## config.mk

```make
export PLATFORM = sky130hd
export DESIGN_NAME = ssd_scan_decoder
export DESIGN_NICKNAME = d
export VERILOG_FILES = /design/src/rtl/ssd_pkg.sv /design/src/rtl/ssd_pattern_decode.sv /design/src/rtl/ssd_scan_decoder.sv
export SDC_FILE = /design/constraint.sdc
export NUM_CORES = 1
export LEC_CHECK = 0
export ABC_AREA = 1
export BUFFER_PORTS_ARGS = -buffer_cell sky130_fd_sc_hd__clkbuf_2
export CAP_MARGIN = 15
export CORE_MARGIN = 5
export CORE_UTILIZATION = 40
export CTS_CLUSTER_SIZE = 24
export DETAILED_ROUTE_END_ITERATION = 7
export PLACE_DENSITY = 0.71
export SYNTH_ARGS = -nofsm -noshare
export SYNTH_HDL_FRONTEND = slang
export SYNTH_SLANG_ARGS = --single-unit
```

## constraint.sdc

```tcl
create_clock -name clk -period 1.96 [get_ports clk]
set_clock_uncertainty 0.15 [all_clocks]
set_input_delay 0.392 -clock clk [delete_from_list [all_inputs] [get_ports clk]]
set_output_delay 0.392 -clock clk [all_outputs]
set_load 0.05 [all_outputs]
```

## src/rtl/ssd_pkg.sv

```systemverilog
// Shared definitions for the seven-segment display path: segment code table,
// blank pattern, digit count, decoder result type and frame FSM encodings.
package ssd_pkg;

    localparam int NUM_DIGITS = 4;
    localparam int NUM_CODES  = 16;

    // Active-low segments, bit6 = a ... bit0 = g.
    localparam logic [6:0] SEG_BLANK = 7'h7F;

    // Index is the hex nibble shown by the pattern; shared with the encoder side.
    localparam logic [6:0] SEG_CODE [NUM_CODES] = '{
        7'b0000001,   // 0
        7'b1001111,   // 1
        7'b0010010,   // 2
        7'b0000110,   // 3
        7'b1001100,   // 4
        7'b0100100,   // 5
        7'b0100000,   // 6
        7'b0001111,   // 7
        7'b0000000,   // 8
        7'b0000100,   // 9
        7'b0001000,   // A
        7'b1100000,   // b
        7'b0110001,   // C
        7'b1000010,   // d
        7'b0110000,   // E
        7'b0111000    // F
    };

    typedef struct packed {
        logic [3:0] nibble;
        logic       err;
        logic       blank;
    } seg_decode_t;

    // Frame collection states.
    localparam logic [1:0] ST_IDLE     = 2'd0;
    localparam logic [1:0] ST_COLLECT  = 2'd1;
    localparam logic [1:0] ST_COMPLETE = 2'd2;

endpackage

```

## src/rtl/ssd_pattern_decode.sv

```systemverilog
// Combinational reverse lookup of a segment pattern into its hex nibble,
// flagging the all-off blank pattern and anything outside the code table.
module ssd_pattern_decode
    import ssd_pkg::*;
(
    input  logic [6:0]  seg,
    output seg_decode_t dec
);

    // Search the code table; a blank pattern is legal and decodes to zero.
    always_comb begin
        // NOTE: every output gets a default before the search, so no latch is inferred.
        dec = '{nibble: 4'd0, err: 1'b1, blank: 1'b0};
        if (seg == SEG_BLANK) begin
            dec.err   = 1'b0;
            dec.blank = 1'b1;
        end else begin
            for (int i = 0; i < NUM_CODES; i++) begin
                if (seg == SEG_CODE[i]) begin
                    dec.nibble = 4'(i);
                    dec.err    = 1'b0;
                end
            end
        end
    end

endmodule

```

## src/rtl/ssd_scan_decoder.sv

```systemverilog
// Monitors a multiplexed 4-digit seven-segment bus, filters scan transitions,
// decodes each settled digit and publishes a full 16-bit frame once every
// digit has been seen. Raises stale when no frame completes in time.
module ssd_scan_decoder
    import ssd_pkg::*;
#(
    parameter int STABLE_CYC  = 4,
    parameter int TIMEOUT_CYC = 1000000
) (
    input  logic        clk,
    input  logic        rst_n,
    input  logic [3:0]  an,
    input  logic [6:0]  seg,
    output logic [15:0] value,
    output logic        frame_valid,
    output logic [3:0]  digit_err,
    output logic [3:0]  digit_blank,
    output logic        stale
);

    localparam logic [7:0]  STABLE_MAX  = 8'(STABLE_CYC);
    localparam logic [23:0] TIMEOUT_MAX = 24'(TIMEOUT_CYC - 1);

    // Sample stage and previous sample.
    logic [3:0] an_s_q,  an_s_d,  an_p_q,  an_p_d;
    logic [6:0] seg_s_q, seg_s_d, seg_p_q, seg_p_d;

    logic [7:0]  stab_cnt_q, stab_cnt_d;
    logic [23:0] to_cnt_q,   to_cnt_d;
    logic [1:0]  state_q,    state_d;

    logic [NUM_DIGITS-1:0]       seen_q,        seen_d;
    logic [NUM_DIGITS-1:0][3:0]  stage_nib_q,   stage_nib_d;
    logic [NUM_DIGITS-1:0]       stage_err_q,   stage_err_d;
    logic [NUM_DIGITS-1:0]       stage_blank_q, stage_blank_d;

    logic [15:0] value_q,       value_d;
    logic        frame_valid_q, frame_valid_d;
    logic [3:0]  digit_err_q,   digit_err_d;
    logic [3:0]  digit_blank_q, digit_blank_d;
    logic        stale_q,       stale_d;

    logic        same;
    logic        an_ok;
    logic [1:0]  dig_idx;
    logic        accept;
    logic        complete;
    seg_decode_t seg_dec;

    ssd_pattern_decode u_decode (
        .seg (seg_s_q),
        .dec (seg_dec)
    );

    // Map the sampled anodes to a digit index; idle or multi-low patterns are ignored.
    always_comb begin
        an_ok   = 1'b1;
        dig_idx = 2'd0;
        case (an_s_q)
            4'b1110: dig_idx = 2'd0;
            4'b1101: dig_idx = 2'd1;
            4'b1011: dig_idx = 2'd2;
            4'b0111: dig_idx = 2'd3;
            default: an_ok   = 1'b0;
        endcase
    end

    // Next-state logic: stability filter, digit staging, frame FSM, timeout.
    always_comb begin
        an_s_d  = an;
        seg_s_d = seg;
        an_p_d  = an_s_q;
        seg_p_d = seg_s_q;

        // Stability counter: reload on change, saturate at the accept count.
        same = (an_s_q == an_p_q) && (seg_s_q == seg_p_q);
        if (!same) begin
            stab_cnt_d = 8'd1;
        end else if (stab_cnt_q != STABLE_MAX) begin
            stab_cnt_d = stab_cnt_q + 8'd1;
        end else begin
            stab_cnt_d = stab_cnt_q;
        end
        // Fires only on the cycle the count arrives at the limit, never while parked there.
        accept = an_ok && (stab_cnt_d == STABLE_MAX) && (!same || stab_cnt_q != STABLE_MAX);

        complete      = (state_q == ST_COMPLETE);
        seen_d        = complete ? '0 : seen_q;
        stage_nib_d   = stage_nib_q;
        stage_err_d   = stage_err_q;
        stage_blank_d = stage_blank_q;
        if (accept) begin
            seen_d[dig_idx]        = 1'b1;
            stage_nib_d[dig_idx]   = seg_dec.nibble;
            stage_err_d[dig_idx]   = seg_dec.err;
            stage_blank_d[dig_idx] = seg_dec.blank;
        end

        if (seen_d == '1) begin
            state_d = ST_COMPLETE;
        end else if (seen_d != '0) begin
            state_d = ST_COLLECT;
        end else begin
            state_d = ST_IDLE;
        end

        frame_valid_d = complete;
        value_d       = complete ? stage_nib_q   : value_q;
        digit_err_d   = complete ? stage_err_q   : digit_err_q;
        digit_blank_d = complete ? stage_blank_q : digit_blank_q;

        if (complete) begin
            to_cnt_d = '0;
            stale_d  = 1'b0;
        end else begin
            to_cnt_d = (to_cnt_q != TIMEOUT_MAX) ? to_cnt_q + 24'd1 : to_cnt_q;
            stale_d  = stale_q || (to_cnt_d == TIMEOUT_MAX);
        end
    end

    // State registers with synchronous active-low reset.
    always_ff @(posedge clk) begin
        // NOTE: sequential state uses non-blocking assignments only, so every flop samples pre-edge values.
        if (!rst_n) begin
            an_s_q        <= 4'hF;
            an_p_q        <= 4'hF;
            seg_s_q       <= SEG_BLANK;
            seg_p_q       <= SEG_BLANK;
            stab_cnt_q    <= '0;
            to_cnt_q      <= '0;
            state_q       <= ST_IDLE;
            seen_q        <= '0;
            // NOTE: staging registers are reset too, so a frame cut short by reset cannot leak old digits.
            stage_nib_q   <= '0;
            stage_err_q   <= '0;
            stage_blank_q <= '0;
            value_q       <= '0;
            frame_valid_q <= 1'b0;
            digit_err_q   <= '0;
            digit_blank_q <= '0;
            stale_q       <= 1'b0;
        end else begin
            an_s_q        <= an_s_d;
            an_p_q        <= an_p_d;
            seg_s_q       <= seg_s_d;
            seg_p_q       <= seg_p_d;
            stab_cnt_q    <= stab_cnt_d;
            to_cnt_q      <= to_cnt_d;
            state_q       <= state_d;
            seen_q        <= seen_d;
            stage_nib_q   <= stage_nib_d;
            stage_err_q   <= stage_err_d;
            stage_blank_q <= stage_blank_d;
            value_q       <= value_d;
            frame_valid_q <= frame_valid_d;
            digit_err_q   <= digit_err_d;
            digit_blank_q <= digit_blank_d;
            stale_q       <= stale_d;
        end
    end

    assign value       = value_q;
    assign frame_valid = frame_valid_q;
    assign digit_err   = digit_err_q;
    assign digit_blank = digit_blank_q;
    assign stale       = stale_q;

endmodule
```

Yosys cells after proc, flatten, opt, wreduce, memory -nomap -nowiden:

Cells that the tools add are included.

* bits in registers: 110
* bits of input ports: 13
* logic and storage cells: 101

* add/sub/neg operators: 2
* $lt $le $gt $ge: 2
* equal/unequal tests: 28
* muxes and demuxes: 35
* bitwise logic cells: 2
* reduce and logical (&&, ||, !) cells: 12

Operator list (count)
* $mux W5: 8
* $eq A7 B6 Y1 const B: 5
* $eq A7 B7 Y1 const B: 5
* $mux W4: 8
* $add A24 B1 Y24 const B: 1
* $eq A24 B20 Y1 const B: 1
* $mux W24: 1
* $ne A24 B20 Y1 const B: 1
* $bwmux W16: 1
* $eq A4 B4 Y1 const B: 4
* $mux W8: 2
* $eq A7 B3 Y1 const B: 2
* $eq A7 B4 Y1 const B: 2
* $add A8 B1 Y8 const B: 1
* $bwmux W4: 2
* $demux W4 S2: 1
* $eq A8 B3 Y1 const B: 1
* $ne A8 B3 Y1 const B: 1
* $eq A7 B1 Y1 const B: 1
* $eq A7 B5 Y1 const B: 1
* $eq A7 B7 Y1: 1
* $logic_not A7 Y1: 1
* $mux W1: 6
* $mux W3: 2
* other kinds (16): 22

Longest topological paths before layout:

Gate-level depths: netlist of the first run.

* word-level depth: 19
* depth in mapped cells: 17
* mapped depth without buffers: 16

Modules after synthesis:

From an unflattened synthesis of the first run, not the netlist that was laid out.

* cell total of the unflattened synthesis: 701
* area, all modules: 5200.0 um^2

Modules (own cells, without submodules)
* ssd_scan_decoder: times used 1, cells an instance 634, area an instance 4884.7 um^2, sequential area each 2202.1 um^2
* ssd_pattern_decode: times used 1, cells an instance 67, area an instance 315.3 um^2, sequential area each 0.0 um^2

Least setup slack after synthesis of the first run:

Ideal clock, no wire load.

* path kind: flip-flop to flip-flop
* start point: register stab_cnt_q[0]
* end point: register stage_err_q[3]
* data arrival time: 1.826 ns
* data required time: 1.729 ns
* setup slack: -0.097 ns
* stages on the path, launching flop included: 15
* path buffers: 1
* cell sequence: dfxtp_1 > inv_1 > ha_1 > nand3_1 > nor2_1 > inv_1 > nand3_4 > inv_2 > nand2_4 > nor2_8 > nand4_2 > clkinv_2 > buf_8 > nor2_2 > a211oi_2

* longest elaborated chain between the ends: 6

Ends and longest elaborated chain
* start, declared: RTL line ssd_scan_decoder.sv:28 `logic [7:0] stab_cnt_q, stab_cnt_d;`
* start signal, assigned: RTL line ssd_scan_decoder.sv:147 `stab_cnt_q <= stab_cnt_d;`
* $add A8 B1 Y8 / $ne A8 B3 Y1 (equally long branches): RTL line ssd_scan_decoder.sv:80, ssd_scan_decoder.sv:79, ssd_scan_decoder.sv:85
* $mux W8: RTL line ssd_scan_decoder.sv:79 `end else if (stab_cnt_q != STABLE_MAX) begin`
* $mux W8: RTL line ssd_scan_decoder.sv:77 `if (!same) begin`
* $eq A8 B3 Y1: RTL line ssd_scan_decoder.sv:85 `accept = an_ok && (stab_cnt_d == STABLE_MAX) && (!same || stab_cnt_q != STABLE_MAX);`
* $logic_and A1 B1 Y1: RTL line ssd_scan_decoder.sv:85
* $logic_and A1 B1 Y1 *: RTL line ssd_scan_decoder.sv:85
* end signal, assigned: RTL line ssd_scan_decoder.sv:152 `stage_err_q <= stage_err_d;`
* end, declared: RTL line ssd_scan_decoder.sv:34 `logic [NUM_DIGITS-1:0] stage_err_q, stage_err_d;`

Mark *: on every way between the ends. The rest lies on a longest branch, timed or not.
A chain may end at the register's enable or synchronous reset.

Worst setup path in the final report of the first run:

* start point: register seg_s_q[5] (netlist: seg_p_d[5])
* end point: register stage_nib_q[13] (netlist name)

* longest elaborated chain between the ends: 17

Ends and longest elaborated chain
* start, declared: RTL line ssd_scan_decoder.sv:26 `logic [6:0] seg_s_q, seg_s_d, seg_p_q, seg_p_d;`
* start signal, assigned: RTL line ssd_scan_decoder.sv:145 `seg_s_q <= seg_s_d;`
* $eq A7 B5 Y1: RTL line ssd_pattern_decode.sv:19 `if (seg == SEG_CODE[i]) begin`
* $mux W3 (2 in a row): RTL line ssd_pattern_decode.sv:19
* $mux W4 (4 in a row): RTL line ssd_pattern_decode.sv:19
* $mux W5 (8 in a row): RTL line ssd_pattern_decode.sv:19
* $mux W4: RTL line ssd_pattern_decode.sv:14 `if (seg == SEG_BLANK) begin`
* $bwmux W16: RTL line ssd_scan_decoder.sv:94 `stage_nib_d[dig_idx] = seg_dec.nibble;`
* end signal, assigned: RTL line ssd_scan_decoder.sv:151 `stage_nib_q <= stage_nib_d;`
* end, declared: RTL line ssd_scan_decoder.sv:33 `logic [NUM_DIGITS-1:0][3:0] stage_nib_q, stage_nib_d;`

Several ways; a longest one is shown, not always the timed one.

==> results.json, run 1 <==
{
  "status": "complete, but fails checks",
  "violations": "setup timing",
  "grt_max_degree": 32,
  "wl_met2_mm": 5.561,
  "postRouteAntennaNets": 0,
  "setup_ws_ps": -192.8,
  "worst_pin_slew_ps": 446.9,
  "hold_violations": 0,
  "grt_pass1_wl_mm": 19.10,
  "path_clk_slew_ps": 80,
  "drc": 0,
  "die_h_um": 121.3,
  "required_ps": 2050,
  "p_leak_nw": 3.056,
  "place_ws_ps": -231.4,
  "max_freq_mhz": 464.5,
  "synthCells": 655,
  "synth_area_leaders": "dfxtp_1, nand2_1, nor2_1",
  "topRoutingLayerUsed": "met4",
  "synth_ff_type": "dfxtp_1",
  "rsz0062_at_grt": "yes",
  "yosys.area_share.adder": 0.007580,
  "path_max_fanout": 12,
  "start_util": 0.4106,
  "antenna_found_initial": 0,
  "gr-usage-all-layers": 0.1571,
  "io_pins": 39,
  "area_growth_pct": 32.77,
  "cts_buffer_depth": 2,
  "routabilityCongestion": 0.9043,
  "wl_mm": 11.31,
  "finalSetupViolations": 28,
  "place_area_um2": 5899,
  "syn_area_um2": 4952,
  "drive_gt1_frac": 0.3316,
  "synth_top_area_cell": "dfxtp_1",
  "maxSlewViolCount": 0,
  "drv_cap": 0,
  "cpPeakStageDelay_ps": 370,
  "die-area_um2": 14710,
  "rows": 40,
  "port_buffers": 38,
  "arrival_ps": 2240,
  "min_path_type": "primary input to flip-flop",
  "cts_hold_buf": 0,
  "syn_area_per_cell_um2": 7.561,
  "overflow": 0,
  "crit_family": "simple AND/OR/NAND/NOR gates",
  "wirelength_met1_mm": 5.207,
  "synth_top_family_by_area": "simple AND/OR/NAND/NOR gates",
  "synth_top_area_share": 0.4447,
  "htreeDepth": 3,
  "ff_latch_area_um2": 2216,
  "netlist_top_cells_count": "nand2_1, dfxtp_1, nor2_1",
  "critPathKind": "flip-flop to flip-flop",
  "root_buffer": "clkbuf_16",
  "num_antenna_cells": 0,
  "syn_nets": 671,
  "path_cells": "nand2_1 -> nand2_1 -> nand3_2 -> nor2_8 -> buf_6 -> nand3_4 -> inv_4 -> nand2_4 -> nor2_8 -> nand4_4 -> inv_8 -> buf_4 -> a211oi_2",
  "yosys_warnings": 0,
  "nNetsFinal": 798,
  "drt-initial-drc-count": 287,
  "dr_wl_met3_um": 425,
  "first_global_vias": 4350,
  "multiInputGateArea_um2": 2512,
  "synth_seq_area_share": 0.4447,
  "wl_per_cell_um": 11.85,
  "core_um2": 12060,
  "clock_sinks": 110,
  "max_slew_margin": 0.6993,
  "ys_async_sr_fraction": 0,
  "utilization": 0.5451,
  "synth_most_common_cell": "nand2_1",
  "via_per_inst": 4.695,
  "dr.pass1.iters": 4,
  "synth-compound-area-share": 0.08161,
  "power_density_nw_per_um2": 668.7,
  "ys_ff_latch": 110,
  "irDropWorstVdd_mv": 0.5647,
  "final_area_um2": 6575,
  "min_period_ps": 2153,
  "hpwl_mm": 7.715,
  "fillers": 1127,
  "cp-end-kind": "flip-flop",
  "cts_buffers": 9,
  "path_buf_inv": 4,
  "cp-start-kind": "flip-flop",
  "slowest_stage": "dfxtp_1",
  "die_w_um": 121.3,
  "vias": 4484,
  "synthDistinctLibCells": 41,
  "synthXorXnorAreaFrac": 0.05306,
  "cts_tree": "built",
  "clock_latency_ps": 350,
  "synth_mux_area_frac": 0,
  "synthSimpleGateAreaFrac": 0.3201,
  "finalCritPeriodShare": 1.098,
  "synth-edff-count": 0
}
-- layer usage --
layer / vias to the layer above / global-route usage
met1: 2049 / 0.2012
met3: 13 / 0.04009
met2: 76 / 0.2688
met4: 0 / 0.03151
li1: 2346 / -
met5: - / 0
-- worst paths after layout --
path	startpoint	to	slack (ps)	depth (start not counted)
max reg2reg	seg_p_d[5]	stage_nib_q[13]	-190	13
max	seg_p_d[5]	stage_nib_q[13]	-190	13
min	seg[2]	seg_p_d[2]	70	2
min reg2reg	stage_nib_q[10]	value[10]	300	2
-- through the flow --
stage,total power (W),hold WS [ps],setup TNS [ps],instances
after floorplan,0.002496,263.6,-7.530,655
after global placement,0.002592,276.2,-3087,925
after detailed placement,0.002597,276.8,-3937,925
after CTS,0.004426,57.32,-3586,948
after global routing,0.004571,48.44,-8789,955
final,0.004396,65.11,-3854,955
-- final cells by class --
class                           count  share of cell area
Timing Repair Buffer              138              0.1484
Tap cell                          168             0.03197
Inverter                           88             0.05404
Clock inverter                      7             0.01142
Multi-Input combinational cell    434              0.3821
Timing Repair inverter              1           0.0007612
Sequential cell                   110              0.3370
Clock buffer                        9             0.03425
-- cell families (layout without fill, tap and decap cells) --
kind of cell	after synthesis	after routing
compound gates	64	64
fa+ha+maj	3	3
buf+inv	111	243
flops	110	110
simple gates	337	337
xor+xnor	30	30
-- sequential cells by signal, summed over array words and instances, names as in the netlist --
register,flops
seg_p_q,7
stale,1
stage_nib_q,16
state_q,2
an_p_q,4
stage_err_q,4
seen_q,4
stage_blank_q,4
an_p_d,4
digit_err,4
frame_valid,1
digit_blank,4
seg_p_d,7
to_cnt_q,24
value,16
stab_cnt_q,8
-- layout by cell type, fill, tap and decap left out, drive strengths merged --
cell type  instances
a211oi            10
a21oi             28
a31oi              3
a41oi              1
buf              100
clkbuf            47
clkinv             8
dfxtp            110
ha                 3
inv               88
nand2            134
nand3             49
nand3b             1
nand4             21
nor2              95
nor3              15
nor3b              1
nor4               8
nor4b              1
o211ai             1
o21ai             21
or2               12
xnor2             10
xor2              20
-- power by group --
| group | switching, W | internal (W) | total [W] |
|---|---|---|---|
| clock | 0.000917 | 0.000904 | 0.00182 |
| sequential | 0.0000223 | 0.00226 | 0.00229 |
| combinational | 0.000163 | 0.000127 | 0.000290 |
-- what timing repair did --
item	in CTS	in global routing
endpoints found under the setup margin	29	33
setup buffers	6	7
pin swaps	13	13
cloned	1	0
gates resized for setup	30	48
(Power assumes the default switching activity.)
==> inputs of run 2 (changes only) <==
TNS_END_PERCENT = 30   (was unset)
==> run 2 against run 1 <==
  * The run still ends with setup timing left
  * Die area unchanged
  * Non-clock buffer count down 4
  * Total power fell by 0.46%
  * Largest cell class unchanged
==> results.json, run 2 (synthesized netlist as in run 1, its figures left out) <==
{
  "cts_hold_buf": 0,
  "irDropWorstVdd_mv": 0.5570,
  "cp-end-kind": "flip-flop",
  "wl_mm": 10.97,
  "postRouteAntennaNets": 0,
  "port_buffers": 38,
  "area_growth_pct": 30.44,
  "path_clk_slew_ps": 80,
  "place_ws_ps": -231.4,
  "final_cell_mix": "nand2_1, dfxtp_1, buf_4",
  "clock_latency_ps": 350,
  "path_max_fanout": 4,
  "drive_gt1_frac": 0.3116,
  "drt-initial-drc-count": 269,
  "hold_ws_ps": 66.98,
  "cp-start-kind": "flip-flop",
  "antenna_found_initial": 0,
  "netSwitchingPower_w": 0.001084,
  "combPwrFrac": 0.066,
  "htreeDepth": 3,
  "root_buffer": "clkbuf_16",
  "dr.pass1.iters": 5,
  "finalCritPeriodShare": 1.101,
  "intPower_w": 0.003292,
  "cts_buffers": 9,
  "required_ps": 2100,
  "worst_pin_slew_ps": 418.6,
  "utilization": 0.5356,
  "wl_per_cell_um": 11.53,
  "routabilityCongestion": 0.9043,
  "drc": 0,
  "final_cells": 951,
  "top_register": "to_cnt_q",
  "die-area_um2": 14710,
  "die_w_um": 121.3,
  "violations": "setup timing",
  "num_antenna_cells": 0,
  "arrival_ps": 2300,
  "pwr-share-clk": 0.412,
  "rows": 40,
  "hold_violations": 0,
  "first_global_vias": 4351,
  "critPathKind": "flip-flop to flip-flop",
  "core_um2": 12060,
  "max_slew_margin": 0.7184,
  "drv_cap": 0,
  "switching_share": 0.2477,
  "mostFrequentLayoutCell": "nand2_1",
  "p_seq_frac": 0.522,
  "rsz0062_at_grt": "yes",
  "hpwl_mm": 7.715,
  "clock_sinks": 110,
  "largest_reg_flops": 24,
  "die_h_um": 121.3,
  "grt_max_degree": 32,
  "via_per_inst": 4.686,
  "status": "complete, but fails checks",
  "min_path_type": "primary input to flip-flop",
  "max_freq_mhz": 463.5,
  "finalSetupTns_ps": -3554,
  "power_density_nw_per_um2": 677.5,
  "overflow": 0,
  "vias": 4456,
  "dp_cells": 925,
  "maxSlewViolCount": 0,
  "gr-usage-all-layers": 0.1569,
  "p_leak_nw": 2.962,
  "nNetsFinal": 794,
  "setup_ws_ps": -197.4,
  "cts_buffer_depth": 2,
  "min_period_ps": 2157,
  "io_pins": 39,
  "cts_tree": "built",
  "finalSetupViolations": 27,
  "start_util": 0.4106,
  "grt_pass1_wl_mm": 19.09
}
==> run 2: changes by cell type in the layout (fill, tap and decap cells not counted), moves of 2 or more <==
cell	change
nor2_1	+5
nand2_4	-3
nor2_2	-5
buf_6	-4
a21oi_2	-2
a21oi_1	+2
nand2_1	+4
==> run 2: path summary, 6_finish.rpt <==
kind                                startpoint         end  slack, ps  cells past startpoint
worst max-delay path                seg_p_d[5]  state_q[0]       -200                     15
worst min-delay path                    seg[2]  seg_p_d[2]         70                      2
worst max register to register      seg_p_d[5]  state_q[0]       -200                     15
worst min register to register  stage_nib_q[7]    value[7]        300                      2
==> run 2: final cells by class <==
type | instances | area [um2]
clock inverters | 7 | 75.07
fillers | 1146 | 5602
multi-input cells | 434 | 2456
repair buffers | 134 | 918.4
flip-flops and latches | 110 | 2215
repair inverters | 1 | 5.005
clock buffers | 9 | 225.2
well taps | 168 | 210.2
inverters | 88 | 355.3
==> run 2: worst max-delay path, stage by stage (launching register included) <==
cell     delay (ps)
dfxtp_1         370
nand2_1          60
nand2_1         100
nand3_2         130
nor2_8          180
buf_6           130
nand3_4          80
inv_4            80
nand2_4          60
nor2_8          180
nand4_4         180
nand2_2         130
nor2_1           60
nand2_1          60
nand2_1          40
nor2_1           90
==> run 2: metrics by stage <==
| stage | area [um2] | power [W] |
|---|---|---|
| 2_1_floorplan | 4976 | 0.002496 |
| 3_5_place_dp | 5899 | 0.002597 |
| 3_3_place_gp | 5899 | 0.002592 |
| 6_report | 6460 | 0.004376 |
| 4_1_cts | 6360 | 0.004425 |
| 5_1_grt | 6460 | 0.004568 |
==> run 2: power by group through the flow <==
stage / registers (W) / logic (W) / clock network (W)
2_1_floorplan: 0.00234 / 0.000158 / 0
3_3_place_gp: 0.00234 / 0.000257 / 0
3_5_place_dp: 0.00234 / 0.000261 / 0
4_1_cts: 0.00228 / 0.000284 / 0.00186
5_1_grt: 0.00229 / 0.000321 / 0.00196
6_report: 0.00228 / 0.000287 / 0.00180
==> run 2: metal layers <==
metal  wire, um  up-vias  track usage
met2       5322       72       0.2675
met1       5165     2034       0.2017
met3        381       13      0.04009
met4         99        0      0.03151
li1           -     2337            -
met5          0        -            0
==> run 2: what timing repair did <==
item	CTS	global route
gates cloned	1	0
pin swaps	13	10
buffers inserted	6	3
endpoints found under the hold margin	0	0
gates resized for setup	27	30
endpoints found under the setup margin	29	33
